<file path="config.mk">
export PLATFORM = sky130hd
export DESIGN_NAME = caliptra_fpga_apb_sequencer_flat
export DESIGN_NICKNAME = d
export VERILOG_FILES = /design/src/rtl/caliptra_fpga_apb_sequencer_if.sv /design/src/rtl/caliptra_fpga_apb_sequencer.sv /design/src/flat_wrapper.sv
export SDC_FILE = /design/constraint.sdc
export NUM_CORES = 1
export LEC_CHECK = 0
export ABC_CLOCK_PERIOD_IN_PS = 3000
export BUFFER_PORTS_ARGS = -buffer_cell sky130_fd_sc_hd__buf_2
export CORE_ASPECT_RATIO = 1.75
export CORE_MARGIN = 2
export CORE_UTILIZATION = 35
export DETAILED_ROUTE_END_ITERATION = 6
export PLACE_DENSITY = 0.68
export SYNTH_ARGS = -nofsm -noshare
export SYNTH_HDL_FRONTEND = slang
export SYNTH_SLANG_ARGS = --single-unit
export TNS_END_PERCENT = 100
</file>
<file path="constraint.sdc">
create_clock -name aclk -period 3 [get_ports aclk]
set_clock_uncertainty 0.2 [all_clocks]
set_input_delay 0.75 -clock aclk [delete_from_list [all_inputs] [get_ports aclk]]
set_output_delay 0.75 -clock aclk [all_outputs]
set_load 0.03 [all_outputs]
</file>
<file path="src/rtl/caliptra_fpga_apb_sequencer_if.sv">
// Host request/response channel and APB master bus of the APB sequencer.
// slave = sequencer view; master = host plus APB slave environment view.
interface caliptra_fpga_apb_sequencer_if #(
  parameter int ADDR_W = 32,
  parameter int DATA_W = 32,
  parameter int USER_W = 32
);
  logic              req_valid;
  logic              req_ready;
  logic              req_write;
  logic [ADDR_W-1:0] req_addr;
  logic [DATA_W-1:0] req_wdata;
  logic [2:0]        req_prot;
  logic [USER_W-1:0] req_user;

  logic              rsp_valid;
  logic              rsp_ready;
  logic [DATA_W-1:0] rsp_rdata;
  logic              rsp_err;
  logic              rsp_timeout;

  logic              psel;
  logic              penable;
  logic              pwrite;
  logic [ADDR_W-1:0] paddr;
  logic [DATA_W-1:0] pwdata;
  logic [2:0]        pprot;
  logic [USER_W-1:0] pauser;
  logic [DATA_W-1:0] prdata;
  logic              pready;
  logic              pslverr;

  modport slave (
    input  req_valid, req_write, req_addr, req_wdata, req_prot, req_user,
    input  rsp_ready, prdata, pready, pslverr,
    output req_ready, rsp_valid, rsp_rdata, rsp_err, rsp_timeout,
    output psel, penable, pwrite, paddr, pwdata, pprot, pauser
  );

  modport master (
    output req_valid, req_write, req_addr, req_wdata, req_prot, req_user,
    output rsp_ready, prdata, pready, pslverr,
    input  req_ready, rsp_valid, rsp_rdata, rsp_err, rsp_timeout,
    input  psel, penable, pwrite, paddr, pwdata, pprot, pauser
  );
endinterface

</file>
<file path="src/rtl/caliptra_fpga_apb_sequencer.sv">
// One posted request -> APB SETUP/ACCESS with bounded PREADY wait -> held response; accept-to-rsp_valid >= 3 cycles.
// Single outstanding txn, response held until rsp_ready; CALIPTRA_FPGA_APB_TXN_COUNT_EN adds txn/err counters.
module caliptra_fpga_apb_sequencer #(
  parameter int ADDR_W         = 32,
  parameter int DATA_W         = 32,
  parameter int USER_W         = 32,
  parameter int TIMEOUT_CYCLES = 1024
) (
  input  logic                         aclk,
  input  logic                         rstn,
  caliptra_fpga_apb_sequencer_if.slave bus,
  output logic                         busy,
  output logic [31:0]                  txn_count,
  output logic [31:0]                  err_count
);

  localparam int               CNT_W     = $clog2(TIMEOUT_CYCLES + 1);
  localparam logic [CNT_W-1:0] WAIT_LAST = CNT_W'(TIMEOUT_CYCLES - 1);

  if (TIMEOUT_CYCLES < 1) begin : g_bad_timeout
    $error("TIMEOUT_CYCLES must be >= 1");
  end

  typedef enum logic [1:0] {
    IDLE   = 2'd0,
    SETUP  = 2'd1,
    ACCESS = 2'd2,
    RESP   = 2'd3
  } state_t;

  state_t            state;
  logic [CNT_W-1:0]  wait_cnt;
  logic              req_ready_q;
  logic              busy_q;
  logic              psel_q;
  logic              penable_q;
  logic              pwrite_q;
  logic [ADDR_W-1:0] paddr_q;
  logic [DATA_W-1:0] pwdata_q;
  logic [2:0]        pprot_q;
  logic [USER_W-1:0] pauser_q;
  logic              rsp_valid_q;
  logic [DATA_W-1:0] rsp_rdata_q;
  logic              rsp_err_q;
  logic              rsp_timeout_q;

  // Every output is a flop, so nothing on the request or PREADY side reaches the APB pins combinationally.
  always_ff @(posedge aclk or negedge rstn) begin
    if (!rstn) begin
      state         <= IDLE;
      wait_cnt      <= '0;
      req_ready_q   <= 1'b0;
      busy_q        <= 1'b0;
      psel_q        <= 1'b0;
      penable_q     <= 1'b0;
      pwrite_q      <= 1'b0;
      paddr_q       <= '0;
      pwdata_q      <= '0;
      pprot_q       <= '0;
      pauser_q      <= '0;
      rsp_valid_q   <= 1'b0;
      rsp_rdata_q   <= '0;
      rsp_err_q     <= 1'b0;
      rsp_timeout_q <= 1'b0;
    end else begin
      case (state)
        IDLE: begin
          if (bus.req_valid && req_ready_q) begin
            state       <= SETUP;
            req_ready_q <= 1'b0;
            busy_q      <= 1'b1;
            psel_q      <= 1'b1;
            penable_q   <= 1'b0;
            pwrite_q    <= bus.req_write;
            paddr_q     <= bus.req_addr;
            pwdata_q    <= bus.req_wdata;
            pprot_q     <= bus.req_prot;
            pauser_q    <= bus.req_user;
            wait_cnt    <= '0;
          end else begin
            req_ready_q <= 1'b1;
          end
        end

        SETUP: begin
          state     <= ACCESS;
          penable_q <= 1'b1;
        end

        ACCESS: begin
          // PREADY on the final allowed cycle still counts as a normal completion.
          if (bus.pready) begin
            state         <= RESP;
            psel_q        <= 1'b0;
            penable_q     <= 1'b0;
            rsp_valid_q   <= 1'b1;
            rsp_rdata_q   <= pwrite_q ? '0 : bus.prdata;
            rsp_err_q     <= bus.pslverr;
            rsp_timeout_q <= 1'b0;
          end else if (wait_cnt == WAIT_LAST) begin
            state         <= RESP;
            psel_q        <= 1'b0;
            penable_q     <= 1'b0;
            rsp_valid_q   <= 1'b1;
            rsp_rdata_q   <= '0;
            rsp_err_q     <= 1'b1;
            rsp_timeout_q <= 1'b1;
            wait_cnt      <= wait_cnt + CNT_W'(1);
          end else begin
            wait_cnt <= wait_cnt + CNT_W'(1);
          end
        end

        RESP: begin
          if (bus.rsp_ready) begin
            state         <= IDLE;
            busy_q        <= 1'b0;
            req_ready_q   <= 1'b1;
            rsp_valid_q   <= 1'b0;
            rsp_rdata_q   <= '0;
            rsp_err_q     <= 1'b0;
            rsp_timeout_q <= 1'b0;
          end
        end

        default: state <= IDLE;
      endcase
    end
  end

  assign bus.req_ready   = req_ready_q;
  assign bus.psel        = psel_q;
  assign bus.penable     = penable_q;
  assign bus.pwrite      = pwrite_q;
  assign bus.paddr       = paddr_q;
  assign bus.pwdata      = pwdata_q;
  assign bus.pprot       = pprot_q;
  assign bus.pauser      = pauser_q;
  assign bus.rsp_valid   = rsp_valid_q;
  assign bus.rsp_rdata   = rsp_rdata_q;
  assign bus.rsp_err     = rsp_err_q;
  assign bus.rsp_timeout = rsp_timeout_q;
  assign busy            = busy_q;

`ifdef CALIPTRA_FPGA_APB_TXN_COUNT_EN
  logic        rsp_hs;
  logic [31:0] txn_q;
  logic [31:0] err_q;

  // rsp_valid_q is only ever set in RESP, so this is exactly the response handshake.
  assign rsp_hs = rsp_valid_q && bus.rsp_ready;

  always_ff @(posedge aclk or negedge rstn) begin
    if (!rstn) begin
      txn_q <= '0;
      err_q <= '0;
    end else if (rsp_hs) begin
      txn_q <= txn_q + 32'd1;
      if (rsp_err_q) begin
        err_q <= err_q + 32'd1;
      end
    end
  end

  assign txn_count = txn_q;
  assign err_count = err_q;
`else
  assign txn_count = '0;
  assign err_count = '0;
`endif

endmodule
</file>
<file path="src/flat_wrapper.sv">
// flat-port wrapper written by rule: the top's interface ports become plain ports
module caliptra_fpga_apb_sequencer_flat 
#(
  parameter int ADDR_W         = 32,
  parameter int DATA_W         = 32,
  parameter int USER_W         = 32,
  parameter int TIMEOUT_CYCLES = 1024
)
  (aclk, rstn, busy, txn_count, err_count, bus_req_valid, bus_req_write, bus_req_addr, bus_req_wdata, bus_req_prot, bus_req_user, bus_rsp_ready, bus_prdata, bus_pready, bus_pslverr, bus_req_ready, bus_rsp_valid, bus_rsp_rdata, bus_rsp_err, bus_rsp_timeout, bus_psel, bus_penable, bus_pwrite, bus_paddr, bus_pwdata, bus_pprot, bus_pauser);
  caliptra_fpga_apb_sequencer_if #(.ADDR_W(ADDR_W), .DATA_W(DATA_W), .USER_W(USER_W)) bus_i ();
  input  logic aclk;
  input  logic rstn;
  output logic busy;
  output logic [31:0] txn_count;
  output logic [31:0] err_count;
  input wire logic [$bits(bus_i.req_valid)-1:0] bus_req_valid;
  input wire logic [$bits(bus_i.req_write)-1:0] bus_req_write;
  input wire logic [$bits(bus_i.req_addr)-1:0] bus_req_addr;
  input wire logic [$bits(bus_i.req_wdata)-1:0] bus_req_wdata;
  input wire logic [$bits(bus_i.req_prot)-1:0] bus_req_prot;
  input wire logic [$bits(bus_i.req_user)-1:0] bus_req_user;
  input wire logic [$bits(bus_i.rsp_ready)-1:0] bus_rsp_ready;
  input wire logic [$bits(bus_i.prdata)-1:0] bus_prdata;
  input wire logic [$bits(bus_i.pready)-1:0] bus_pready;
  input wire logic [$bits(bus_i.pslverr)-1:0] bus_pslverr;
  output wire logic [$bits(bus_i.req_ready)-1:0] bus_req_ready;
  output wire logic [$bits(bus_i.rsp_valid)-1:0] bus_rsp_valid;
  output wire logic [$bits(bus_i.rsp_rdata)-1:0] bus_rsp_rdata;
  output wire logic [$bits(bus_i.rsp_err)-1:0] bus_rsp_err;
  output wire logic [$bits(bus_i.rsp_timeout)-1:0] bus_rsp_timeout;
  output wire logic [$bits(bus_i.psel)-1:0] bus_psel;
  output wire logic [$bits(bus_i.penable)-1:0] bus_penable;
  output wire logic [$bits(bus_i.pwrite)-1:0] bus_pwrite;
  output wire logic [$bits(bus_i.paddr)-1:0] bus_paddr;
  output wire logic [$bits(bus_i.pwdata)-1:0] bus_pwdata;
  output wire logic [$bits(bus_i.pprot)-1:0] bus_pprot;
  output wire logic [$bits(bus_i.pauser)-1:0] bus_pauser;
  assign bus_i.req_valid = bus_req_valid;
  assign bus_i.req_write = bus_req_write;
  assign bus_i.req_addr = bus_req_addr;
  assign bus_i.req_wdata = bus_req_wdata;
  assign bus_i.req_prot = bus_req_prot;
  assign bus_i.req_user = bus_req_user;
  assign bus_i.rsp_ready = bus_rsp_ready;
  assign bus_i.prdata = bus_prdata;
  assign bus_i.pready = bus_pready;
  assign bus_i.pslverr = bus_pslverr;
  assign bus_req_ready = bus_i.req_ready;
  assign bus_rsp_valid = bus_i.rsp_valid;
  assign bus_rsp_rdata = bus_i.rsp_rdata;
  assign bus_rsp_err = bus_i.rsp_err;
  assign bus_rsp_timeout = bus_i.rsp_timeout;
  assign bus_psel = bus_i.psel;
  assign bus_penable = bus_i.penable;
  assign bus_pwrite = bus_i.pwrite;
  assign bus_paddr = bus_i.paddr;
  assign bus_pwdata = bus_i.pwdata;
  assign bus_pprot = bus_i.pprot;
  assign bus_pauser = bus_i.pauser;
  caliptra_fpga_apb_sequencer #(.ADDR_W(ADDR_W), .DATA_W(DATA_W), .USER_W(USER_W), .TIMEOUT_CYCLES(TIMEOUT_CYCLES)) u_core (.aclk(aclk), .rstn(rstn), .bus(bus_i), .busy(busy), .txn_count(txn_count), .err_count(err_count));
endmodule
</file>
==> impl_metrics.json <==
{
  "outcome": "finished clean",
  "synth-seq-area-share_pct": 58.6,
  "cts_setup_buffers": 0,
  "synth_ff_type": "dfrtp_1",
  "place_inst": 1164,
  "clkTransAtPathRegs_ns": 0.06,
  "reg2reg_slack_ns": 0.42,
  "synth_edf_count": 0,
  "start_util_pct": 35.8,
  "first_global_vias": 5256,
  "hold_violations": 0,
  "dieArea_sq_mm": 0.0197,
  "wl_per_cell_um": 13.8,
  "cts_tree": "built",
  "cts.htree.levels": 4,
  "seq_area_sq_mm": 0.00380,
  "vias_per_cell": 4.53,
  "crit_arrival_ns": 2.68,
  "synth_mux_area_share_pct": 0.694,
  "ys_ff_latch": 152,
  "synth_compound_area_share_pct": 7.83,
  "yosys_warnings": 0,
  "cts_root_buf": "clkbuf_16",
  "finalPower_mw": 9.82,
  "max-vdd-ir-drop_v": 0.000656,
  "gp_congestion": 0.760,
  "grt_pass1_wl_mm": 26.4,
  "synth_top_family_by_area": "simple AND/OR/NAND/NOR gates",
  "clkSinkCount": 152,
  "crit_path_max_fanout": 13,
  "postCtsResizedCells": 0,
  "clock_latency_ns": 0.42,
  "timing.fmax_mhz": 388,
  "multi_input_area_sq_mm": 0.00229,
  "dr.pass1.iters": 6,
  "syn_inst": 676,
  "timing.hold.ws_ns": 0.0902,
  "synth_xor_area_share_pct": 0.405,
  "syn_area_sq_mm": 0.00649,
  "relSlewSlack_pct": 54.8,
  "drt_wl_total_mm": 16.5,
  "vias": 5414,
  "rsz0062_at_grt": "no",
  "place_ws_ns": 0.436,
  "required_ns": 3.11,
  "slowest_delay_ns": 0.58,
  "p_per_area_mw_per_mm2": 1160,
  "async_flop_share_pct": 100,
  "setup_viol": 0,
  "path_class": "reg -> reg",
  "cap_violations": 0,
  "fillCellCount": 1756,
  "synth-adder-area-share_pct": 0.964,
  "slew_viol_final": 0,
  "start_kind": "flip-flop",
  "nets": 1092,
  "worst-slew-pin-transition_ns": 0.679,
  "setup_ws_ns": 0.422,
  "stdcell_count": 1195,
  "overflow": 0,
  "min_period_over_period_pct": 85.9,
  "die_w_um": 107,
  "place_hpwl_mm": 12.0,
  "antenna_found_initial": 0,
  "ys_types": 41,
  "final_util_pct": 46.8,
  "min_path_type": "in -> async",
  "p_leak_nw": 4.89,
  "synthToLayoutAreaGrowth_pct": 31.0,
  "synth-simple-area-share_pct": 21.4,
  "rows": 65,
  "io_buffer_count": 276,
  "cts_made_buffers": 17,
  "die_h_um": 184,
  "grtUsageTotal_pct": 17.2,
  "drive_above_1_share_pct": 34.7,
  "cp_slowest_cell": "or4b_4",
  "coreArea_sq_mm": 0.0181,
  "cp_cell_sequence": "inv_1 > ha_1 > nor2_1 > or4b_4 > nor3_1 > mux2_2",
  "hold_buffers": 0,
  "syn_avg_cell_area_sq_um": 9.60,
  "grt_max_degree": 64,
  "placed_cell_area_sq_mm": 0.00793,
  "num_io_pins": 341,
  "ant_nets": 0,
  "crit_path_end_kind": "flip-flop",
  "route.detailed.drc": 0,
  "diodes": 0,
  "clk_path_buf_depth": 2,
  "layout_min_cycle_time_ns": 2.58,
  "final_area_sq_mm": 0.00850,
  "drt_iter0_drc": 259,
  "tns_ns": 0
}
-- flip-flops by register name (all words and copies together), names as in the netlist --
register                cells
u_core.bus.paddr           32
u_core.bus.pauser          32
u_core.bus.penable          1
u_core.bus.pprot            3
u_core.bus.psel             1
u_core.bus.pwdata          32
u_core.bus.pwrite           1
u_core.bus.req_ready        1
u_core.bus.rsp_err          1
u_core.bus.rsp_rdata       32
u_core.bus.rsp_timeout      1
u_core.bus.rsp_valid        1
u_core.busy                 1
u_core.state                2
u_core.wait_cnt            11
-- worst max-delay path, delay by kind of cell, from the launching register on --
kind / cells / cell delay [ns]
and+or+nand+nor: 3 / 0.98
adders and majority gates: 1 / 0.43
muxes: 1 / 0.35
buffers and inverters: 1 / 0.09
DFF: 1 / 0.41
-- synthesized netlist by cell type, types with 2 or more instances --
library cell | instances | share of area, %
o21ai_0 | 13 | 1.0
xnor2_1 | 3 | 0.41
buf_2 | 3 | 0.23
nand3_1 | 2 | 0.15
or3_1 | 3 | 0.29
a22o_1 | 33 | 4.5
nand2_1 | 310 | 18
nor2_1 | 12 | 0.69
ha_1 | 5 | 0.96
nand2b_1 | 2 | 0.19
a22o_2 | 2 | 0.31
dfrtp_1 | 152 | 59
nor4_1 | 2 | 0.19
buf_6 | 4 | 0.69
nor2b_1 | 3 | 0.29
o31ai_1 | 2 | 0.23
clkbuf_1 | 25 | 1.4
nor3b_1 | 2 | 0.23
buf_4 | 64 | 7.4
inv_1 | 4 | 0.23
nor3_1 | 3 | 0.23
mux2_2 | 4 | 0.69
and3_1 | 2 | 0.19
a21oi_1 | 4 | 0.31
-- layout by cell type, fill, tap and decap left out, types with 4 or more instances in the layout --
master and count:
dfrtp_1 152, inv_1 4, nor2_1 12, a22o_1 33, o21ai_0 13, buf_4 7, buf_12 4, mux2_2 4
buf_2 275, clkbuf_16 17, a21oi_1 4, conb_1 64, ha_1 5, nand2_1 310
-- final cells by class --
type	instances	share of cell area, %
Tap cell	234	3.45
Multi-Input combinational cell	487	27.0
Clock inverter	11	1.46
Timing Repair Buffer	287	17.9
Clock buffer	20	5.26
Sequential cell	152	44.8
Inverter	4	0.177
-- where the power goes --
group,internal (mW),switching [mW]
clock network,1.24,0.830
registers,2.89,0.455
logic,1.27,3.14
total,5.40,4.42
-- layer usage --
metal	share of wire, %	GRT usage (%)	vias up
li1	-	-	2582
met1	37	18.7	2523
met2	52	30.5	274
met3	8.0	5.06	35
met4	2.7	7.79	0
met5	0	0	-
-- path summary, 6_finish.rpt --
check,end,depth (start not counted),startpoint
max in group asynchronous,u_core.bus.rsp_rdata[13],2,rstn
min in group aclk,u_core.bus.paddr[23],2,u_core.bus.paddr[23]
setup / recovery,u_core.wait_cnt[8],6,u_core.state[0]
setup reg to reg,u_core.wait_cnt[8],6,u_core.state[0]
hold reg to reg,u_core.bus.paddr[23],2,u_core.bus.paddr[23]
hold / removal,u_core.bus.paddr[1],1,rstn
-- kinds of logic after synthesis --
kind of cell | after synthesis
AOI/OAI and AO/OA | 63
xor gates and xnor gates | 3
other | 1
adders and majority gates | 5
buffers and inverters | 100
and+or+nand+nor | 348
muxes | 4
DFF | 152
Note: power is estimated with default switching activity, not from simulation.
